$ cat src/rtl/spi_byte_rx.sv
// Mode-0 SPI byte receiver: synchronizes the raw SPI clock/data into clk_in, shifts bits MSB first,
// strobes each completed byte and discards partial bytes that go idle for TIMEOUT_CYCLES.
module spi_byte_rx #(
  parameter int SYNC_STAGES    = 2,
  parameter int TIMEOUT_CYCLES = 1000
) (
  input  logic       clk_in,
  input  logic       rst_n_in,
  input  logic       chip_data_raw,
  input  logic       chip_clk_raw,
  output logic [7:0] data_out,
  output logic       data_valid_out,
  output logic       frame_error_out,
  output logic [2:0] bit_count_out
);

  typedef enum logic {IDLE, SHIFT} state_t;

  localparam logic [15:0] TIMEOUT_LAST = 16'(TIMEOUT_CYCLES - 1);

  logic [SYNC_STAGES-1:0] clk_sync, data_sync;
  logic                   clk_hist;
  logic                   spi_edge, spi_bit;

  state_t      state, state_nx;
  logic [2:0]  bit_cnt, bit_cnt_nx;
  logic [15:0] idle_cnt, idle_cnt_nx;
  logic [7:0]  shreg, shreg_nx, data_nx;
  logic        valid_nx, ferr_nx;

  // Equal-depth chains keep data aligned with the clock it was launched against.
  always_ff @(posedge clk_in or negedge rst_n_in) begin
    if (!rst_n_in) begin
      clk_sync  <= '0;
      data_sync <= '0;
      clk_hist  <= 1'b0;
    end else begin
      clk_sync  <= {clk_sync[SYNC_STAGES-2:0], chip_clk_raw};
      data_sync <= {data_sync[SYNC_STAGES-2:0], chip_data_raw};
      clk_hist  <= clk_sync[SYNC_STAGES-1];
    end
  end

  assign spi_edge = clk_sync[SYNC_STAGES-1] & ~clk_hist;
  assign spi_bit  = data_sync[SYNC_STAGES-1];

  always_ff @(posedge clk_in or negedge rst_n_in) begin
    if (!rst_n_in) begin
      state           <= IDLE;
      bit_cnt         <= '0;
      idle_cnt        <= '0;
      shreg           <= '0;
      data_out        <= '0;
      data_valid_out  <= 1'b0;
      frame_error_out <= 1'b0;
    end else begin
      state           <= state_nx;
      bit_cnt         <= bit_cnt_nx;
      idle_cnt        <= idle_cnt_nx;
      shreg           <= shreg_nx;
      data_out        <= data_nx;
      data_valid_out  <= valid_nx;
      frame_error_out <= ferr_nx;
    end
  end

  always_comb begin
    state_nx    = state;
    bit_cnt_nx  = bit_cnt;
    idle_cnt_nx = idle_cnt;
    shreg_nx    = shreg;
    data_nx     = data_out;
    valid_nx    = 1'b0;
    ferr_nx     = 1'b0;
    case (state)
      IDLE: begin
        idle_cnt_nx = '0;
        if (spi_edge) begin
          state_nx   = SHIFT;
          bit_cnt_nx = 3'd1;
          shreg_nx   = {shreg[6:0], spi_bit};
        end
      end
      SHIFT: begin
        // An edge on the timeout cycle wins: the bit is kept and the counter restarts.
        if (spi_edge) begin
          idle_cnt_nx = '0;
          shreg_nx    = {shreg[6:0], spi_bit};
          if (bit_cnt == 3'd7) begin
            state_nx   = IDLE;
            bit_cnt_nx = '0;
            data_nx    = {shreg[6:0], spi_bit};
            valid_nx   = 1'b1;
            shreg_nx   = '0;
          end else begin
            bit_cnt_nx = bit_cnt + 3'd1;
          end
        end else if (idle_cnt == TIMEOUT_LAST) begin
          state_nx    = IDLE;
          bit_cnt_nx  = '0;
          idle_cnt_nx = '0;
          shreg_nx    = '0;
          ferr_nx     = 1'b1;
        end else begin
          idle_cnt_nx = idle_cnt + 16'd1;
        end
      end
      default: state_nx = IDLE;
    endcase
  end

  assign bit_count_out = bit_cnt;

endmodule

$ cat config.mk
export PLATFORM = sky130hd
export DESIGN_NAME = spi_byte_rx
export DESIGN_NICKNAME = d
export VERILOG_FILES = /design/src/rtl/spi_byte_rx.sv
export SDC_FILE = /design/constraint.sdc
export NUM_CORES = 1
export LEC_CHECK = 0
export CELL_PAD_IN_SITES_DETAIL_PLACEMENT = 1
export CELL_PAD_IN_SITES_GLOBAL_PLACEMENT = 1
export CORE_MARGIN = 2
export CORE_UTILIZATION = 42
export CTS_CLUSTER_SIZE = 28
export DETAILED_ROUTE_END_ITERATION = 16
export GPL_TIMING_DRIVEN = 0
export PLACE_DENSITY_LB_ADDON = 0.25
export REMOVE_ABC_BUFFERS = 1
export SLEW_MARGIN = 20
export SYNTH_ARGS = -nofsm -noshare
export SYNTH_HDL_FRONTEND = slang
export SYNTH_SLANG_ARGS = --single-unit
$ cat constraint.sdc
create_clock -name clk_in -period 4.3 [get_ports clk_in]
set_input_delay 0.86 -clock clk_in [delete_from_list [all_inputs] [get_ports clk_in]]
set_output_delay 0.86 -clock clk_in [all_outputs]
set_load 0.05 [all_outputs]
; ---- Word-level counts from Yosys, hierarchy flattened
; Cells that the tools add are included.
[word_totals]
word_cells = 45
ff_bits = 42
in_bits = 4
[op_classes]
reduce_logical = 2
n_addsub = 2
bitwise_logic = 3
mux = 24
n_eq_ne = 4
[ops]
columns = cell, n
row1 = $mux 16, 2
row2 = $pmux 16 s2, 1
row3 = $mux 7, 4
row4 = $add 16x1->16 const B, 1
row5 = $eq 16x10->1 const B, 1
row6 = $pmux 7 s2, 1
row7 = $mux 3, 4
row8 = $mux 1, 10
row9 = $pmux 3 s2, 1
row10 = $add 3x1->3 const B, 1
row11 = $eq 3x3->1 const B, 1
row12 = $ne 3x2->1 const B, 1
row13 = $reduce_and 3->1, 1
row14 = $ne 2x2->1 const B, 1
row15 = $not 1->1, 2
row16 = $pmux 1 s2, 1
row17 = $reduce_and 2->1, 1
row18 = $and 1x1->1, 1

; ---- Depth between registers and ports, before layout
[depth]
ltp_word = 4
mapped_depth = 7

; ---- Worst setup path before layout
; Ideal clock, no wire load.
[synth_path]
kind = flip-flop to flip-flop
from = register bit_cnt[0] (netlist: bit_count_out[0])
to = register data_out[0]
path_stages_with_launch = 5
required_time_ns = 4.175
t_arrival_ns = 1.676
synth_period_minus_slack_ns = 1.801
slack_ns = 2.499
setup_ns = 0.125
n_path_buf = 0
path_cell_list = dfrtp_1 ha_1 ha_1 nand3_1 mux2_2
[synth_between]
elab_chain_len = 2
[synth_lines]
columns = element, line_no
row1 = from (decl), 26  ; logic [2:0] bit_cnt, bit_cnt_nx;
row2 = from (signal assigned), 58  ; bit_cnt <= bit_cnt_nx;
row3 = $eq 3x3->1, 89  ; if (bit_cnt == 3'd7) begin
row4 = $reduce_and 3->1 (no source line), --
row5 = to (signal assigned), 61  ; data_out <= data_nx;
row6 = to (decl), 11  ; output logic [7:0] data_out,
; No other way between the ends.
; A chain may end at the register's enable or synchronous reset.

; ---- Final worst setup path
[layout_path]
from = register bit_cnt[0] (netlist: bit_count_out[0])
to = output port bit_count_out[0]
[layout_rtl]
columns = element, line_no
row1 = to (decl), 14  ; output logic [2:0] bit_count_out
; No word-level cell between the ends.

==> reports/metrics.json <==
{
  "power": {
    "peakVddDrop_mv": 0.268,
    "cellLeakagePower_nw": 0.952,
    "power_density_mw_per_mm2": 451
  },
  "clock_tree": {
    "cts_resized": 0,
    "hold_bufs_at_cts": 0,
    "cts.reportedPaths.clkPinSlew_ns": 0.09,
    "clk_root_buffer_cell": "sky130_fd_sc_hd__clkbuf_8",
    "htree_num_levels": 2,
    "cts_tree": "done",
    "postCtsSetupBuffers": 0,
    "worstSkewPairLatency_ns": 0.30,
    "cts.path.max_buffers": 2,
    "cts_made_buffers": 5,
    "clock_sink_count": 42
  },
  "worst_setup_path": {
    "crit_path_cell_trace": "clkdlybuf4s50_1",
    "slowest_stage": "sky130_fd_sc_hd__clkdlybuf4s50_1",
    "cp_data_required_time_ns": 3.44,
    "worst_setup_path_end_kind": "primary output",
    "timing.critical_path.slowest_cell_delay_ns": 0.82,
    "worst-r2r-setup-slack_ns": 1.93,
    "critical-path-top-delay-family": "buffers and inverters",
    "worst-setup-path-type": "reg -> out",
    "timing.critical_path.from_type": "flip-flop",
    "worst_r2r_path_depth": 4,
    "worstReg2RegStart": "clk_sync[1]$_DFF_PN0_",
    "worst-endpoint-arrival_ns": 1.52,
    "critical_path_depth": 1,
    "reg2reg_to": "shreg[2]$_DFFE_PN0P_",
    "path_max_fanout": 4,
    "cp_num_buf_inv": 1
  },
  "detailed_routing": {
    "wl_per_cell_microns": 14.9,
    "avgViaCountPerCell": 5.25,
    "detail_route.wirelength_mm": 3.33,
    "drcViolationCount": 0,
    "drt.antenna.violating_nets": 0,
    "drt_iter0_drc": 42,
    "drt-pass1-iter-count": 4,
    "number_of_vias_after_detailed_routing": 1177
  },
  "global_route": {
    "maximum_number_of_pins_on_one_net_before_global_route_repair": 26,
    "overall_fraction_of_global_route_tracks_in_use": 0.164,
    "grt.overflow.total": 0,
    "grt_pass1_vias": 1219,
    "grt_antenna_before_repair": 0,
    "grt_pass1_wl_mm": 5.75
  },
  "place": {
    "place.port_buffers": 16,
    "placed_area_sq_mm": 0.00197,
    "hpwlAfterDp_mm": 2.42,
    "globalplace.congestion": 0.696
  },
  "timing": {
    "timing.final.setup_violations": 0,
    "finalSetupTns_ns": 0,
    "relSlewSlack": 0.423,
    "grt_setup_unrepaired": "no",
    "timing_worst_slew_pin_value_ns": 0.864,
    "fmax_ghz": 0.420,
    "hold_viol": 0,
    "timing_max_transition_violations_final": 0,
    "period_needed_ns": 2.38,
    "period_share": 0.554,
    "worst_clock_skew_ns": 0.00771
  },
  "run_status": {
    "status": "finished clean"
  },
  "yosys": {
    "syn_area_per_cell_sq_um": 11.3,
    "yosys_register_bits": 42,
    "synth-async-reset-ratio": 1.00,
    "postSynthCellCount": 156,
    "synth-warning-count": 0,
    "synth_area_sq_mm": 0.00177,
    "synth_sequential_area_ratio": 0.594,
    "synthFlopType": "sky130_fd_sc_hd__dfrtp_1",
    "synth_edf_count": 0,
    "yosys.cell_types.count": 35
  },
  "floorplan": {
    "floorplan.die_area_sq_mm": 0.00475,
    "start_util": 0.439,
    "num_rows": 23,
    "die_width_microns": 68.9,
    "core_area_sq_mm": 0.00403,
    "die_span_y_microns": 68.9,
    "design.portCount": 17
  },
  "cells_and_area": {
    "antenna_cells": 0,
    "post_route_cells_drive_above_1_share": 0.138,
    "fin_area_sq_mm": 0.00207,
    "fin_nets": 180,
    "postLayoutCoreUtil": 0.513,
    "flow.area_growth_from_synthesis_pct": 16.8
  },
  "hold_path": {
    "endpoint_with_the_worst_hold_slack": "data_sync[1]$_DFF_PN0_",
    "hold_path_depth": 0,
    "hold_start": "data_sync[0]$_DFF_PN0_",
    "hp-class": "reg -> reg"
  },
  "job": {
    "max_cap_viol": 0
  }
}
sequential cells by signal, summed over array words and instances (netlist names), 2 cells and up:
register	count
shreg	7
data_sync	2
data_out	8
idle_cnt	16
clk_sync	2
bit_count_out	3
synth_stat cells (all sizes together), types with 3 or more instances:
master	count	area share
nor2	14	0.030
a21oi	11	0.033
nand3	8	0.033
ha	3	0.021
buf	4	0.015
xor2	10	0.049
inv	3	0.0064
dfrtp	42	0.59
mux2	8	0.051
clkbuf	3	0.0064
nand2	23	0.053
o21ai	3	0.0085
nand4	5	0.018
layout by cell type (no fill, tap or decap), types with 2 or more instances in the layout:
| master | count |
|---|---|
| sky130_fd_sc_hd__or3_1 | 2 |
| sky130_fd_sc_hd__and2_1 | 2 |
| sky130_fd_sc_hd__inv_1 | 3 |
| sky130_fd_sc_hd__nor2_1 | 14 |
| sky130_fd_sc_hd__nand4_1 | 5 |
| sky130_fd_sc_hd__a32o_1 | 2 |
| sky130_fd_sc_hd__clkdlybuf4s50_1 | 15 |
| sky130_fd_sc_hd__a21oi_1 | 10 |
| sky130_fd_sc_hd__ha_1 | 3 |
| sky130_fd_sc_hd__xor2_1 | 10 |
| sky130_fd_sc_hd__o21ai_0 | 2 |
| sky130_fd_sc_hd__clkbuf_8 | 5 |
| sky130_fd_sc_hd__dfrtp_1 | 42 |
| sky130_fd_sc_hd__nand3_1 | 6 |
| sky130_fd_sc_hd__nand2_1 | 22 |
| sky130_fd_sc_hd__mux2_2 | 8 |
how the worst max path moves through the flow:
stage,slack [ns],to,startpoint
after floorplan,2.50,data_out[0]$_DFFE_PN0P_,bit_count_out[0]$_DFFE_PN0P_
after global placement,1.36,data_out[2]$_DFFE_PN0P_,rst_n_in
after detailed placement,1.94,shreg[6]$_DFFE_PN0P_,clk_sync[1]$_DFF_PN0_
after CTS,1.84,shreg[6]$_DFFE_PN0P_,clk_sync[1]$_DFF_PN0_
after global routing,1.67,shreg[6]$_DFFE_PN0P_,clk_sync[1]$_DFF_PN0_
final,1.92,bit_count_out[0],bit_count_out[0]$_DFFE_PN0P_
cell type report:
class / count / area, sq um
well taps: 50 / 62.6
clock inverters: 3 / 28.8
clock buffers: 5 / 68.8
fillers: 465 / 1960
inverters: 3 / 11.3
repair buffers: 17 / 175
multi-input cells: 104 / 671
flip-flops and latches: 42 / 1050
per-layer routing:
layer | up-vias | GRT usage | part of all wire
met4 | 0 | 0.0441 | 0.0069
met5 | - | 0 | 0
met1 | 589 | 0.200 | 0.45
met2 | 22 | 0.282 | 0.51
li1 | 564 | - | -
met3 | 2 | 0.0487 | 0.033
where the power goes:
group | switching (mW) | internal [mW]
logic | 0.126 | 0.0699
registers | 0.0295 | 0.435
clock network | 0.150 | 0.121
total | 0.306 | 0.626
cell families (layout without fill, tap and decap cells):
group	count (synthesis)	after routing	share of synthesized area
buffers and inverters	10	28	0.0276
AOI/OAI and AO/OA	19	19	0.0650
adders and majority gates	3	3	0.0212
muxes	8	8	0.0509
and+or+nand+nor	63	63	0.187
DFF	42	42	0.594
xor gates and xnor gates	11	11	0.0544
per-stage QoR:
stage / power (mW) / instances / hold WS [ns] / setup WS (ns)
floorplan: 0.594 / 149 / 0.331 / 2.50
global placement: 0.658 / 215 / 0.339 / 1.36
detailed placement: 0.672 / 216 / 0.341 / 1.94
CTS: 0.945 / 224 / 0.362 / 1.84
global route: 0.977 / 224 / 0.366 / 1.67
finish: 0.932 / 224 / 0.357 / 1.92
No activity file was read; power rests on OpenSTA's default activity.
